**config.mk**
```make
export PLATFORM = sky130hd
export DESIGN_NAME = gmii_tx_framer
export DESIGN_NICKNAME = d
export VERILOG_FILES = /design/src/rtl/gmii_tx_framer.sv
export SDC_FILE = /design/constraint.sdc
export NUM_CORES = 1
export LEC_CHECK = 0
export CAP_MARGIN = 40
export CORE_MARGIN = 4
export CORE_UTILIZATION = 55
export CTS_CLUSTER_SIZE = 10
export DETAILED_ROUTE_END_ITERATION = 7
export GPL_ROUTABILITY_DRIVEN = 0
export PLACE_DENSITY = 0.77
export SKIP_LAST_GASP = 1
export SLEW_MARGIN = 5
export SYNTH_ARGS = -nofsm -noshare
export SYNTH_HDL_FRONTEND = slang
export SYNTH_SLANG_ARGS = --single-unit
```
**constraint.sdc**
```tcl
create_clock -name user_clk -period 2 [get_ports user_clk]
set_input_delay 0.6 -clock user_clk [delete_from_list [all_inputs] [get_ports user_clk]]
set_output_delay 0.6 -clock user_clk [all_outputs]
set_load 0.02 [all_outputs]
```
**src/rtl/gmii_tx_framer.sv**
```systemverilog
// GMII transmit framer: wraps a valid/ready byte stream with preamble, SFD, zero padding,
// CRC-32 FCS and inter-frame gap. One byte per clock; txd/txen/txer are registered.
module gmii_tx_framer #(
  parameter int unsigned PREAMBLE_LEN = 7,
  parameter int unsigned MIN_FRAME    = 60,
  parameter int unsigned IFG_BYTES    = 12
) (
  input  logic       user_clk,
  input  logic       reset,
  input  logic [7:0] s_tdata,
  input  logic       s_tvalid,
  input  logic       s_tlast,
  input  logic       s_tuser,
  output logic       s_tready,
  output logic [7:0] txd,
  output logic       txen,
  output logic       txer,
  output logic       frame_done,
  output logic       frame_err
);

  typedef enum logic [2:0] {
    StIdle, StPre, StSfd, StData, StPad, StFcs, StDrain, StIfg
  } state_e;

  state_e      r_state, w_state;
  logic [10:0] r_cnt, w_cnt, w_cnt_inc;
  logic [15:0] r_ifg_cnt, w_ifg_cnt;
  logic [31:0] r_crc, w_crc;
  logic [7:0]  r_txd, w_txd;
  logic        r_txen, w_txen, r_txer, w_txer;
  logic        r_done_pend, w_done_pend, r_frame_done, r_frame_err, w_frame_err;
  logic        w_xfer;

  function automatic logic [31:0] crc_byte(input logic [31:0] c, input logic [7:0] d);
    logic [31:0] r;
    r = c ^ {24'h0, d};
    for (int i = 0; i < 8; i++) begin
      r = r[0] ? ((r >> 1) ^ 32'hEDB8_8320) : (r >> 1);
    end
    return r;
  endfunction

  assign s_tready  = (r_state == StSfd) || (r_state == StData) || (r_state == StDrain);
  assign w_xfer    = s_tvalid & s_tready;
  assign w_cnt_inc = (r_cnt == 11'h7FF) ? r_cnt : r_cnt + 11'd1;

  // Output registers are loaded with what the next cycle must show on the wire.
  always_comb begin
    w_state     = r_state;
    w_cnt       = r_cnt;
    w_ifg_cnt   = (r_ifg_cnt != '0) ? r_ifg_cnt - 16'd1 : '0;
    w_crc       = r_crc;
    w_txd       = 8'h00;
    w_txen      = 1'b0;
    w_txer      = 1'b0;
    w_done_pend = 1'b0;
    w_frame_err = 1'b0;
    unique case (r_state)
      StIdle: begin
        if (s_tvalid) begin
          w_state = StPre;
          w_cnt   = '0;
          w_txd   = 8'h55;
          w_txen  = 1'b1;
        end
      end
      StPre: begin
        w_txen = 1'b1;
        if (r_cnt == 11'(PREAMBLE_LEN - 1)) begin
          w_state = StSfd;
          w_txd   = 8'hD5;
          w_cnt   = '0;
          w_crc   = 32'hFFFF_FFFF;
        end else begin
          w_txd = 8'h55;
          w_cnt = r_cnt + 11'd1;
        end
      end
      StSfd, StData: begin
        w_txen = 1'b1;
        if (w_xfer) begin
          w_state = StData;
          w_txd   = s_tdata;
          w_crc   = crc_byte(r_crc, s_tdata);
          w_cnt   = w_cnt_inc;
          if (s_tlast) begin
            if (s_tuser) begin
              w_txer      = 1'b1;
              w_frame_err = 1'b1;
              w_state     = StIfg;
              w_ifg_cnt   = 16'(IFG_BYTES - 1);
            end else if (32'(w_cnt_inc) < MIN_FRAME) begin
              w_state = StPad;
            end else begin
              w_state = StFcs;
              w_cnt   = '0;
            end
          end
        end else begin
          // Source starved mid-frame: flag the error on the wire and discard the rest.
          w_txer      = 1'b1;
          w_frame_err = 1'b1;
          w_state     = StDrain;
          w_ifg_cnt   = 16'(IFG_BYTES - 1);
        end
      end
      StPad: begin
        w_txen = 1'b1;
        w_crc  = crc_byte(r_crc, 8'h00);
        w_cnt  = w_cnt_inc;
        if (32'(w_cnt_inc) >= MIN_FRAME) begin
          w_state = StFcs;
          w_cnt   = '0;
        end
      end
      StFcs: begin
        w_txen = 1'b1;
        w_txd  = ~r_crc[7:0];
        w_crc  = {8'h00, r_crc[31:8]};
        w_cnt  = r_cnt + 11'd1;
        if (r_cnt == 11'd3) begin
          w_state     = StIfg;
          w_ifg_cnt   = 16'(IFG_BYTES - 1);
          w_done_pend = 1'b1;
        end
      end
      StDrain: begin
        if (w_xfer && s_tlast) w_state = (r_ifg_cnt == '0) ? StIdle : StIfg;
      end
      StIfg: begin
        if (r_ifg_cnt == '0) w_state = StIdle;
      end
      default: w_state = StIdle;
    endcase
  end

  always_ff @(posedge user_clk) begin
    if (reset) begin
      r_state      <= StIdle;
      r_cnt        <= '0;
      r_ifg_cnt    <= '0;
      r_crc        <= 32'hFFFF_FFFF;
      r_txd        <= '0;
      r_txen       <= 1'b0;
      r_txer       <= 1'b0;
      r_done_pend  <= 1'b0;
      r_frame_done <= 1'b0;
      r_frame_err  <= 1'b0;
    end else begin
      r_state      <= w_state;
      r_cnt        <= w_cnt;
      r_ifg_cnt    <= w_ifg_cnt;
      r_crc        <= w_crc;
      r_txd        <= w_txd;
      r_txen       <= w_txen;
      r_txer       <= w_txer;
      r_done_pend  <= w_done_pend;
      r_frame_done <= r_done_pend;
      r_frame_err  <= w_frame_err;
    end
  end

  assign txd        = r_txd;
  assign txen       = r_txen;
  assign txer       = r_txer;
  assign frame_done = r_frame_done;
  assign frame_err  = r_frame_err;

endmodule

```
# [Yosys cells after proc, flatten, opt, wreduce, memory -nomap -nowiden]
# Cells that the tools add are included.
[totals] register_bits=74 elab_cells=122
[op_classes] n_addsub=2 n_lt_le_gt_ge=2 eq_ne=17 mux=56 n_bitwise=21 n_reduce_logical=15
[op_table] cell="$mux W32" n=18
[op_table] cell="$not A13 Y14" n=16
[op_table] cell="$pmux W32 S4" n=1
[op_table] cell="$mux W11" n=8
[op_table] cell="$mux W16" n=5
[op_table] cell="$pmux W11 S5" n=1
[op_table] cell="$pmux W16 S2" n=1
[op_table] cell="$pmux W8 S4" n=1
[op_table] cell="$xor A32 B8 Y32" n=1
[op_table] cell="$mux W3" n=9
[op_table] cell="$pmux W3 S7" n=1
[op_table] cell="$logic_not A16 Y1" n=1
[op_table] cell="$mux W8" n=2
[op_table] cell="$reduce_bool A16 Y1" n=1
[op_table] cell="$sub A16 B1 Y16 const B" n=1
[op_table] cell="$eq A3 B3 Y1 const B" n=4
[op_table] cell="$ne A2 B2 Y1 const B" n=6
[op_table] cell="$add A11 B1 Y11 const B" n=1
[op_table] cell="$eq A11 B11 Y1 const B" n=1
[op_table] cell="$eq A11 B2 Y1 const B" n=1
[op_table] cell="$eq A11 B3 Y1 const B" n=1
[op_table] cell="$ge A11 B6 Y1 const B" n=1
[op_table] cell="$lt A11 B6 Y1 const B" n=1
[op_table] cell="$not A8 Y8" n=1
[op_table] cell="other kinds (18)" n=29

# [Depth between registers and ports, before layout]
# Gate-level depths: netlist of run 1.
[depth] depth_word=19 depth_mapped=9

# [Worst setup path after synthesis of run 1]
# Ideal clock, no wire load.
[synth_path] path_type="reg2reg" start="register r_cnt[0]" end="register r_state[2]" arrival_ps=2046 required_time_ps=1881 path_slack_ps=-165 path_stages_with_launch=8 period_less_slack_ps=2165 cell_sequence="dfxtp_1 > ha_1 > and2_1 > nand4b_1 > a21o_1 > o311ai_0 > nor2_1 > o221a_2"
[synth_via] elab_chain_len=5 elab_cells_between_ends=10 classes_between="1 x add/sub; 1 x order compare; 6 x eq/ne; 1 x mux; 1 x reduce/logical"
[synth_lines] item="start, declared" line="27" text="logic [10:0] r_cnt, w_cnt, w_cnt_inc;"
[synth_lines] item="start signal, assigned" line="152" text="r_cnt <= w_cnt;"
[synth_lines] item="$add A11 B1 Y11 / $eq A11 B11 Y1 (equally long branches)" line="46" text="assign w_cnt_inc = (r_cnt == 11'h7FF) ? r_cnt : r_cnt + 11'd1;"
[synth_lines] item="$mux W11" line="46"
[synth_lines] item="$ge A11 B6 Y1" line="112" text="if (32'(w_cnt_inc) >= MIN_FRAME) begin"
[synth_lines] item="$ne A2 B2 Y1 (no source line)"
[synth_lines] item="$reduce_and A6 Y1 (no source line) (*)"
[synth_lines] item="end signal, assigned" line="140" text="r_state <= StIdle;"
[synth_lines] item="end signal, assigned" line="151" text="r_state <= w_state;"
[synth_lines] item="end, declared" line="26" text="state_e r_state, w_state;"
# Every way passes the cells marked *; elsewhere a longest branch is shown, timed or not.
# A chain may end at the register's enable or synchronous reset.

# [Final worst setup path of run 1]
[layout_path] start="register r_crc[6]" end="register r_crc[19]"
[layout_via] elab_chain_len=13 elab_cells_between_ends=23 classes_between="18 x mux; 5 x bitwise"
[layout_lines] item="start, declared" line="29" text="logic [31:0] r_crc, w_crc;"
[layout_lines] item="start signal, assigned" line="154" text="r_crc <= w_crc;"
[layout_lines] item="$xor A32 B8 Y32" line="37" text="r = c ^ {24'h0, d};"
[layout_lines] item="$not A13 Y14 (no source line)"
[layout_lines] item="$mux W32 (7 in series)" line="39" text="r = r[0] ? ((r >> 1) ^ 32'hEDB8_8320) : (r >> 1);"
[layout_lines] item="$not A13 Y14 (no source line)"
[layout_lines] item="$mux W32" line="39"
[layout_lines] item="$mux W32" line="82" text="if (w_xfer) begin"
[layout_lines] item="$pmux W32 S4 (*)" line="59" text="unique case (r_state)"
# Every way passes the cells marked *; elsewhere a longest branch is shown, timed or not. The select of a mux whose other input is x is not followed.

==> results of run 1 <==
==> worst max-delay path: stages (launching register included) <==
cell      delay, ns
dfxtp_1        0.44
buf_4          0.27
xor2_1         0.32
xnor2_2        0.18
xnor2_1        0.27
nand3_1        0.19
a21oi_1        0.29
o211ai_1       0.24
==> through the flow <==
step                      setup TNS, ns  util, %  hold WS [ns]  setup WS (ns)  instances
after floorplan                 -0.0119        -         0.414        -0.0119        632
after global placement           -18.20     71.3         0.424         -0.620        878
after detailed placement         -20.04     71.3         0.429         -0.631        878
after CTS                       -0.0695     75.1         0.446        -0.0678        901
after global routing              -2.60     78.8         0.464         -0.373        910
final                             -1.09     78.8         0.448         -0.358        910
==> kinds of logic (layout without fill, tap and decap cells) <==
group	Yosys count	count (layout)	share of synthesized area, %
AOI/OAI and AO/OA	157	157	19.9
xor gates and xnor gates	149	149	28.9
DFF	74	74	28.5
buffers and inverters	46	195	3.85
adders and majority gates	3	3	0.722
and+or+nand+nor	202	202	18.0
muxes	1	1	0.193
==> layout make-up <==
class / instances / area (µm²)
multi-input cells: 512 / 3950
fillers: 512 / 1960
flip-flops and latches: 74 / 1500
repair buffers: 172 / 1480
well taps: 129 / 161
clock buffers: 10 / 128
clock inverters: 6 / 33.8
inverters: 7 / 26.3
==> registers in the layout (all words and copies together), names as in the netlist <==
signal and cells:
r_state 3, frame_done 1, r_ifg_cnt 16, txen 1
r_crc 32, txd 8, r_cnt 11, frame_err 1
r_done_pend 1
==> power by group through the flow <==
stage	registers, mW	clock network (mW)	logic [mW]
after floorplan	2.25	0	5.76
after global placement	2.30	0	8.53
after detailed placement	2.32	0	8.73
after CTS	2.30	1.04	9.32
after global routing	2.41	1.12	11.3
final	2.38	1.07	10.8
==> cell usage in the layout, fill, tap and decap left out, types with 13 or more instances in the layout <==
cell | netlist | routed
a21oi_1 | 35 | 35
o21ai_0 | 42 | 40
clkdlybuf4s50_1 | 0 | 16
nor2_1 | 70 | 65
xor2_1 | 49 | 39
xnor2_1 | 86 | 73
nor3_1 | 16 | 15
buf_4 | 2 | 132
nand3_1 | 14 | 13
xnor2_2 | 3 | 13
nand2_1 | 56 | 56
dfxtp_1 | 74 | 67
==> worst paths after layout <==
kind / start / endpoint
worst min-delay path: r_done_pend$_SDFF_PP0_ / frame_done$_SDFF_PP0_
worst max-delay path: r_crc[6]$_SDFFE_PP1P_ / r_crc[19]$_SDFFE_PP1P_
worst max register to register: r_crc[6]$_SDFFE_PP1P_ / r_crc[19]$_SDFFE_PP1P_
worst min register to register: r_done_pend$_SDFF_PP0_ / frame_done$_SDFF_PP0_
==> layer usage <==
| layer | vias to the layer above | part of all wire, % | global-route usage, % |
|---|---|---|---|
| met5 | - | 0 | 0 |
| met4 | 0 | 7.0 | 14.0 |
| met3 | 193 | 14 | 8.57 |
| met2 | 563 | 43 | 49.3 |
| met1 | 2713 | 36 | 42.0 |
| li1 | 2482 | - | - |
==> what timing repair did <==
action / in CTS / in global routing
setup endpoints to repair: 47 / 49
cloned: 0 / 1
hold buffers: 0 / 0
pin swaps: 12 / 23
resized for setup: 34 / 48
buffers inserted: 7 / 8
==> metrics.txt, run 1 <==
run status=finished, violations left; failing checks=negative setup slack; Final setup violation count=16; Setup CP Type=reg -> reg; worst reg2reg setup slack=-0.36 ns; Reg clk slew, reported paths=0.10 ns; maximum number of pins on one net before global-route repair=30; site row count=35; clock power share=under 10%; Core ar.=between 0.009 and 0.01 mm²; Required @ worst endpoint=between 2 and 2.5 ns; Net Count, Synth=between 600 and 700; CTS tree=yes; combinational share of power=75.8%; Least-Margin Pin Slew=0.550 ns; critical path capture point type=register; First-pass DRT Iterations=6; Pleak=roughly 2.9 nW; first-pass GRT wire length=approximately 28 mm; H-tree levels=3; clk_skew=0.0185 ns; Post-synth EDFFs=0; slack of the critical path=-0.358 ns; Syn-to-layout area delta=40.0%; commonest cells in the netlist=xnor2_1 (86), dfxtp_1 (74), nor2_1 (70), nand2_1 (56), xor2_1 (49); share of power burned in registers=between 10% and 20%; hold crit path type=reg -> reg; post-route ant nets=0; synthesized area per cell=just over 8 µm²; unrepaired setup endpoints after global routing=true; minimum clock period=2.36 ns; placed wire-length estimate=11.9 mm; Die ar.=about 0.011 mm²; DRC Markers=0; Hold Vio Cnt, Final=0; clk buf depth=2; main area contributors after synthesis=dfxtp_1 (28%), xnor2_1 (14%), xor2_1 (8.3%); Max Cap Violations=0; PwrDens=1950 mW/mm²; Tcrit/Tclk final=118%; Port Buffer Count=25; overflow left after global routing=0; flop and latch count out of synthesis=74; Reg2Reg Depth=7; Cells on Worst Hold Path=1; Detailed Route WL=20.5 mm; CTS Buf Count=9; synth warn=0; gr usage total=a little under a third; Synth Cell Area=0.00520 mm²; Sink Count=74; drt initial violations=a little over 800; Layout Nets=between 700 and 800; Via density=about 6.5; Yosys top cell area share=around 28%; post-synthesis sequential area ratio=approximately 28%; Achievable Freq=between 400 and 500 MHz; initial antenna violation count=0; max-slew violations=0; Max Fanout on Critical Path=8; crit start category=register; vias in the first global route=approximately 5500; total power=14.2 mW; # diodes=0; clock latency on the worst-skew pair=roughly 0.36 ns; chip width=105 µm; maximum vdd ir drop=0.891 mV; clk root buf=clkbuf_8; # IOs=26; Syn Inst Count=approximately 630; layout cells sized above 1=a little under a third; Yosys top cell by area=dfxtp_1; Int Pwr=between 7 and 8 mW; placed inst area=between 0.006 and 0.007 mm²; WL/cell=approximately 22 µm; Starting Density=a little under three fifths; Worst Path Arrival=2.56 ns; Sw Pwr=around 6.8 mW; Switching Share=48.2%; Die Span Y=105 µm; vias post-DR=5951; Finished Cell Area=~0.0073 mm²; Async SR Flop Fraction=0%; Slew Limit Headroom=63.1%; Top FF cell, synth=dfxtp_1; most common cell in the netlist=xnor2_1; Yosys cell types=between 60 and 70
Note: power is estimated with default switching activity, not from simulation.
==> inputs of run 2 (changes only) <==
Settings changed: CORE_UTILIZATION 55 to 45, GPL_ROUTABILITY_DRIVEN 0 to 1, PLACE_DENSITY 0.77 to default.
==> run 2 against run 1 <==
- the flow still finishes with violations (negative setup slack)
- utilization fell by 8.1 points
- final cell count increased by 5.5%
- non-clock buffer count rose by 39
- sequential share of layout area fell by 1.5 points
- cell area up 7.5%
- total power rose by 3.7%
- via count down 6.9%
- routed wire length down 8.4%
- global-route usage shrank 4.9 points
- die area rose by 20%
- largest cell class unchanged
==> metrics.txt, run 2 (synthesized netlist as in run 1, its figures left out) <==
run status=finished, violations left; failing checks=negative setup slack; WL/cell=between 15 and 20 µm; gr usage total=between 20% and 30%; Max Cap Violations=0; unrepaired setup endpoints after global routing=true; overflow left after global routing=0; placed wire-length estimate=12.9 mm; Pleak=3.19 nW; Slew Limit Headroom=between 60 and 70%; post-route ant nets=0; slowest CP cell=o41ai_4; crit-path cells=ha_4, buf_6, xor2_2, o2111a_2, o41ai_4, buf_4, a41oi_2, a2111oi_4; clock latency on the worst-skew pair=between 0.3 and 0.4 ns; CP peak stage delay=0.48 ns; # IOs=26; clk_skew=~0.0067 ns; Worst Path Buf+Inv=2; # diodes=0; global placement routability congestion=between 0.9 and 1; maximum number of pins on one net before global-route repair=25; max-slew violations=0; Via density=just under 6; First-pass DRT Iterations=5; Detailed Route WL=18.7 mm; most common cell after layout, fill and taps aside=buf_4; site row count=38; initial antenna violation count=0; Sink Count=74; Core ar.=0.0111 mm²; crit start category=register; clk root buf=clkbuf_16; Required @ worst endpoint=2.24 ns; Port Buffer Count=25; Layout Utilization=70.6%; minimum clock period=around 2.1 ns; commonest cells after routing, fill and taps aside=buf_4 (163), xnor2_1 (68), dfxtp_1 (67); Max Fanout on Critical Path=6; Final setup violation count=7; Worst Path Arrival=2.35 ns; Least-Margin Pin Slew=0.473 ns; hold buffer count at CTS=0; clk buf depth=2; critical path capture point type=register; drt initial violations=just under 500; register with the most flip-flops=r_crc; placed inst area=between 0.006 and 0.007 mm²; chip width=around 120 µm; Fillers=approximately 840; vias in the first global route=~5300; Place WS=-0.612 ns; Layout Nets=about 830; Die ar.=0.0133 mm²; first-pass GRT wire length=approximately 28 mm; PwrDens=approximately 1900 mW/mm²; CP delay by family, top=compound AO/OA/AOI/OAI gates; Hold Vio Cnt, Final=0; max FFs per register=32; slack of the critical path=-0.114 ns; Syn-to-layout area delta=50.5%; Setup CP Type=reg -> reg; CTS tree=yes; Die Span Y=about 120 µm; layout cells sized above 1=35.9%; Tcrit/Tclk final=106%; dpl cells=around 920; biggest regs=r_crc: 32 flops, r_ifg_cnt: 16 flops, r_cnt: 11 flops; CTS Buf Count=9; Starting Density=46.9%; Reg clk slew, reported paths=about 0.060 ns; H-tree levels=3; hold crit path type=reg -> reg; Finished Cell Area=approximately 0.0078 mm²; Achievable Freq=roughly 470 MHz; Final Non-Filler Cells=960; DRC Markers=0; vias post-DR=~5500; maximum vdd ir drop=roughly 1.1 mV
==> run 2: changes by cell type in the layout (fill, tap and decap cells not counted), sizes merged <==
| cell | change |
|---|---|
| clkbuf | +5 |
| clkinvlp | +1 |
| clkdlybuf4s50 | -1 |
| buf | +37 |
| clkinv | -2 |
| dlygate4sd2 | -2 |
| dlymetal6s2s | +1 |
==> run 2: layout make-up <==
cell class / count / area, µm² / area share, %
repair buffers: 211 / 1810 / 23.1
flip-flops and latches: 74 / 1500 / 19.1
multi-input cells: 512 / 4040 / 51.7
well taps: 140 / 175 / 2.24
clock inverters: 5 / 30.0 / 0.384
clock buffers: 11 / 243 / 3.10
inverters: 7 / 26.3 / 0.336
==> run 2: worst paths after layout <==
path	startpoint	to	slack, ns	cells after the start
max	r_cnt[1]$_SDFFE_PP0P_	r_cnt[5]$_SDFFE_PP0P_	-0.11	8
min	r_done_pend$_SDFF_PP0_	frame_done$_SDFF_PP0_	0.45	1
max reg2reg	r_cnt[1]$_SDFFE_PP0P_	r_cnt[5]$_SDFFE_PP0P_	-0.11	8
min reg2reg	r_done_pend$_SDFF_PP0_	frame_done$_SDFF_PP0_	0.45	1
==> run 2: worst reg2reg max path: cells and delay by family (launching register included) <==
family	cells	cell delay, ns
AOI/OAI and AO/OA	4	0.99
xor gates and xnor gates	1	0.15
adders and majority gates	1	0.18
buffers and inverters	2	0.32
DFF	1	0.36
==> run 2: timing repair <==
item	CTS	global route
setup buffers	8	11
gates resized for setup	37	69
endpoints found under the setup margin	40	56
cloned	0	3
pin swaps	13	24
==> run 2: layer usage <==
metal / vias to the layer above / global-route usage, % / share of wire [%]
met5: - / 0 / 0
met4: 0 / 13.2 / 4.2
met3: 68 / 3.03 / 6.9
met2: 271 / 43.1 / 46
met1: 2631 / 36.6 / 42
li1: 2570 / - / -
==> run 2: stage by stage <==
step	setup TNS (ns)	hold WS, ns	power, mW
2_1_floorplan	-0.0119	0.414	8.01
4_1_cts	-0.257	0.454	13.7
5_1_grt	-1.12	0.481	15.5
3_3_place_gp	-19.94	0.432	11.5
6_report	-0.462	0.447	14.7
3_5_place_dp	-20.77	0.440	11.6
==> run 2: power by group <==
part           internal, mW  switching [mW]
Clock                 0.867           0.665
Sequential             1.91           0.441
Combinational          5.49            5.36
==> inputs of run 3 (changes only) <==
Settings changed: CORE_UTILIZATION 45 to 25, SKIP_LAST_GASP 1 to default.
Clock period 2 ns to 1.9 ns, I/O delays scaled along.
==> run 3 against run 2 <==
- the flow still finishes with violations (negative setup slack)
- total power is 9.6% higher
- routed wire length is 2.2% lower
- clock power is 30% higher
- maximum frequency is 5.7% higher
- sequential share of layout area is 0.75 points lower
- worst hold slack better by 0.0078 ns
- clock skew is 0.0033 ns higher
- cell area is 5.5% higher
- final cell count is 15% higher
- critical path type unchanged
- register-to-register slack hardly changed
- non-clock buffer count is 9 higher
- sequential cell count stayed put
==> metrics.txt, run 3 (synthesized netlist as in run 1, its figures left out) <==
failing checks=negative setup slack; minimum clock period=2.00 ns; Syn-to-layout area delta=58.7%; drt initial violations=~320; maximum vdd ir drop=0.761 mV; PwrDens=1960 mW/mm²; global placement routability congestion=between 0.9 and 1; post-route ant nets=0; Sw Pwr=about 6.8 mW; total power=approximately 16 mW; hold crit path type=reg -> reg; CP peak stage delay=about 0.4 ns; Reg clk slew, reported paths=0.07 ns; Place WS=-0.726 ns; gr usage total=14.9%; clk buf depth=2; Switching Share=42.2%; clock power share=between 10% and 20%; run status=finished, violations left; initial antenna violation count=0; Hold Vio Cnt, Final=0; WL/cell=16.7 µm; share of power burned in registers=between 10% and 20%; H-tree levels=3; clk root buf=clkbuf_16; register with the most flip-flops=r_crc; CTS Buf Count=9; Via density=between 4 and 5; CTS tree=yes; most common cell after layout, fill and taps aside=buf_4; Finished Cell Area=~0.0083 mm²; vias post-DR=approximately 5400; combinational share of power=just over 70%; chip width=approximately 150 µm; slowest CP cell=dfxtp_4; Pleak=roughly 3.4 nW; hold slack final=0.455 ns; Sink Count=74; Worst Path Buf+Inv=1; max FFs per register=32; Die Span Y=152 µm; overflow left after global routing=0; biggest regs=r_crc: 32 flops, r_ifg_cnt: 16 flops, r_cnt: 11 flops; # IOs=26; first-pass GRT wire length=around 28 mm; site row count=52; vias in the first global route=between 5000 and 6000; unrepaired setup endpoints after global routing=true; crit start category=register; Setup CP Type=reg -> reg; Slew Limit Headroom=70.0%; Starting Density=around a quarter; layout cells sized above 1=39.3%; Tcrit/Tclk final=105%; clk_skew=approximately 0.01 ns; Max Fanout on Critical Path=5; Die ar.=between 0.02 and 0.025 mm²; Max Cap Violations=0; Core ar.=0.0204 mm²; Least-Margin Pin Slew=about 0.45 ns; crit-path cells=ha_4, and2_4, nand4b_1, a21o_1, o41ai_4, buf_4, a41oi_2, a2111oi_2; Worst Path Arrival=between 2 and 2.5 ns; placed wire-length estimate=roughly 13 mm; maximum number of pins on one net before global-route repair=25; Final setup violation count=10; Int Pwr=a little over 9 mW; critical path capture point type=register; DRC Markers=0; # diodes=0; Detailed Route WL=approximately 18 mm; reg-to-reg startpoint=r_cnt[0]$_SDFFE_PP0P_; Achievable Freq=between 500 and 600 MHz; Fillers=between 1500 and 2000; clock latency on the worst-skew pair=0.35 ns; Required @ worst endpoint=between 2 and 2.5 ns; slack of the critical path=-0.0994 ns; commonest cells after routing, fill and taps aside=buf_4 (167), xnor2_1 (70), nor2_1 (61); max-slew violations=0; First-pass DRT Iterations=5; Port Buffer Count=25; min-delay src=r_done_pend$_SDFF_PP0_; placed inst area=between 0.007 and 0.008 mm²; Layout Nets=roughly 840; CP delay by family, top=compound AO/OA/AOI/OAI gates; worst setup path startpoint=r_cnt[0]$_SDFFE_PP0P_
## run 3: cell types whose count changed in the layout (fill, tap and decap cells not counted), moves of 4 or more
cell	delta
dfxtp_1	-8
nor2_1	-5
buf_4	+4
dfxtp_2	+4
dfxtp_4	+4
xor2_2	+4
## run 3: final cells by class
type / instances / area [µm²] / area share, %
multi-input combinational: 513 / 4100 / 49.7
inverter: 7 / 26.3 / 0.318
clock buffer: 9 / 225 / 2.73
sequential: 74 / 1520 / 18.4
timing repair buffer: 220 / 1940 / 23.5
tap: 270 / 338 / 4.09
clock inverter: 7 / 109 / 1.32
## run 3: worst paths after layout
kind | endpoint | slack [ns] | cells past startpoint
setup / recovery | r_cnt[10]$_SDFFE_PP0P_ | -0.1 | 8
hold / removal | frame_done$_SDFF_PP0_ | 0.45 | 1
setup reg to reg | r_cnt[10]$_SDFFE_PP0P_ | -0.1 | 8
hold reg to reg | frame_done$_SDFF_PP0_ | 0.45 | 1
## run 3: layer usage
metal | wire length [µm] | up-vias | part of all wire [%] | global-route usage, %
li1 | - | 2588 | - | -
met1 | 7950 | 2634 | 43 | 19.1
met2 | 9010 | 171 | 49 | 24.3
met3 | 1040 | 30 | 5.7 | 4.06
met4 | 314 | 0 | 1.7 | 4.71
met5 | 0 | - | 0 | 0
## run 3: timing repair
item                                   4_1_cts  5_1_grt
pin swaps                                   30       35
buffers inserted                            17       17
endpoints found under the hold margin        0        0
hold buffers                                 0        0
setup endpoints to repair                   39       63
gates cloned                                 0        4
resized for setup                           67       68
## run 3: power groups by stage
stage               clock network (mW)  registers, mW  logic [mW]
global route                      2.09           2.52        12.6
finish                            1.99           2.46        11.7
detailed placement                   0           2.44        9.67
global placement                     0           2.43        9.62
CTS                               2.03           2.42        10.5
floorplan                            0           2.37        6.17
## run 3: through the flow
| step | util [%] | TNS (ns) | std cells |
|---|---|---|---|
| global route | 40.5 | -1.41 | 1100 |
| CTS | 38.3 | -0.250 | 1082 |
| detailed placement | 34.7 | -25.90 | 1049 |
| finish | 40.5 | -0.545 | 1100 |
| floorplan | - | -0.0794 | 632 |
| global placement | 34.7 | -24.83 | 1049 |
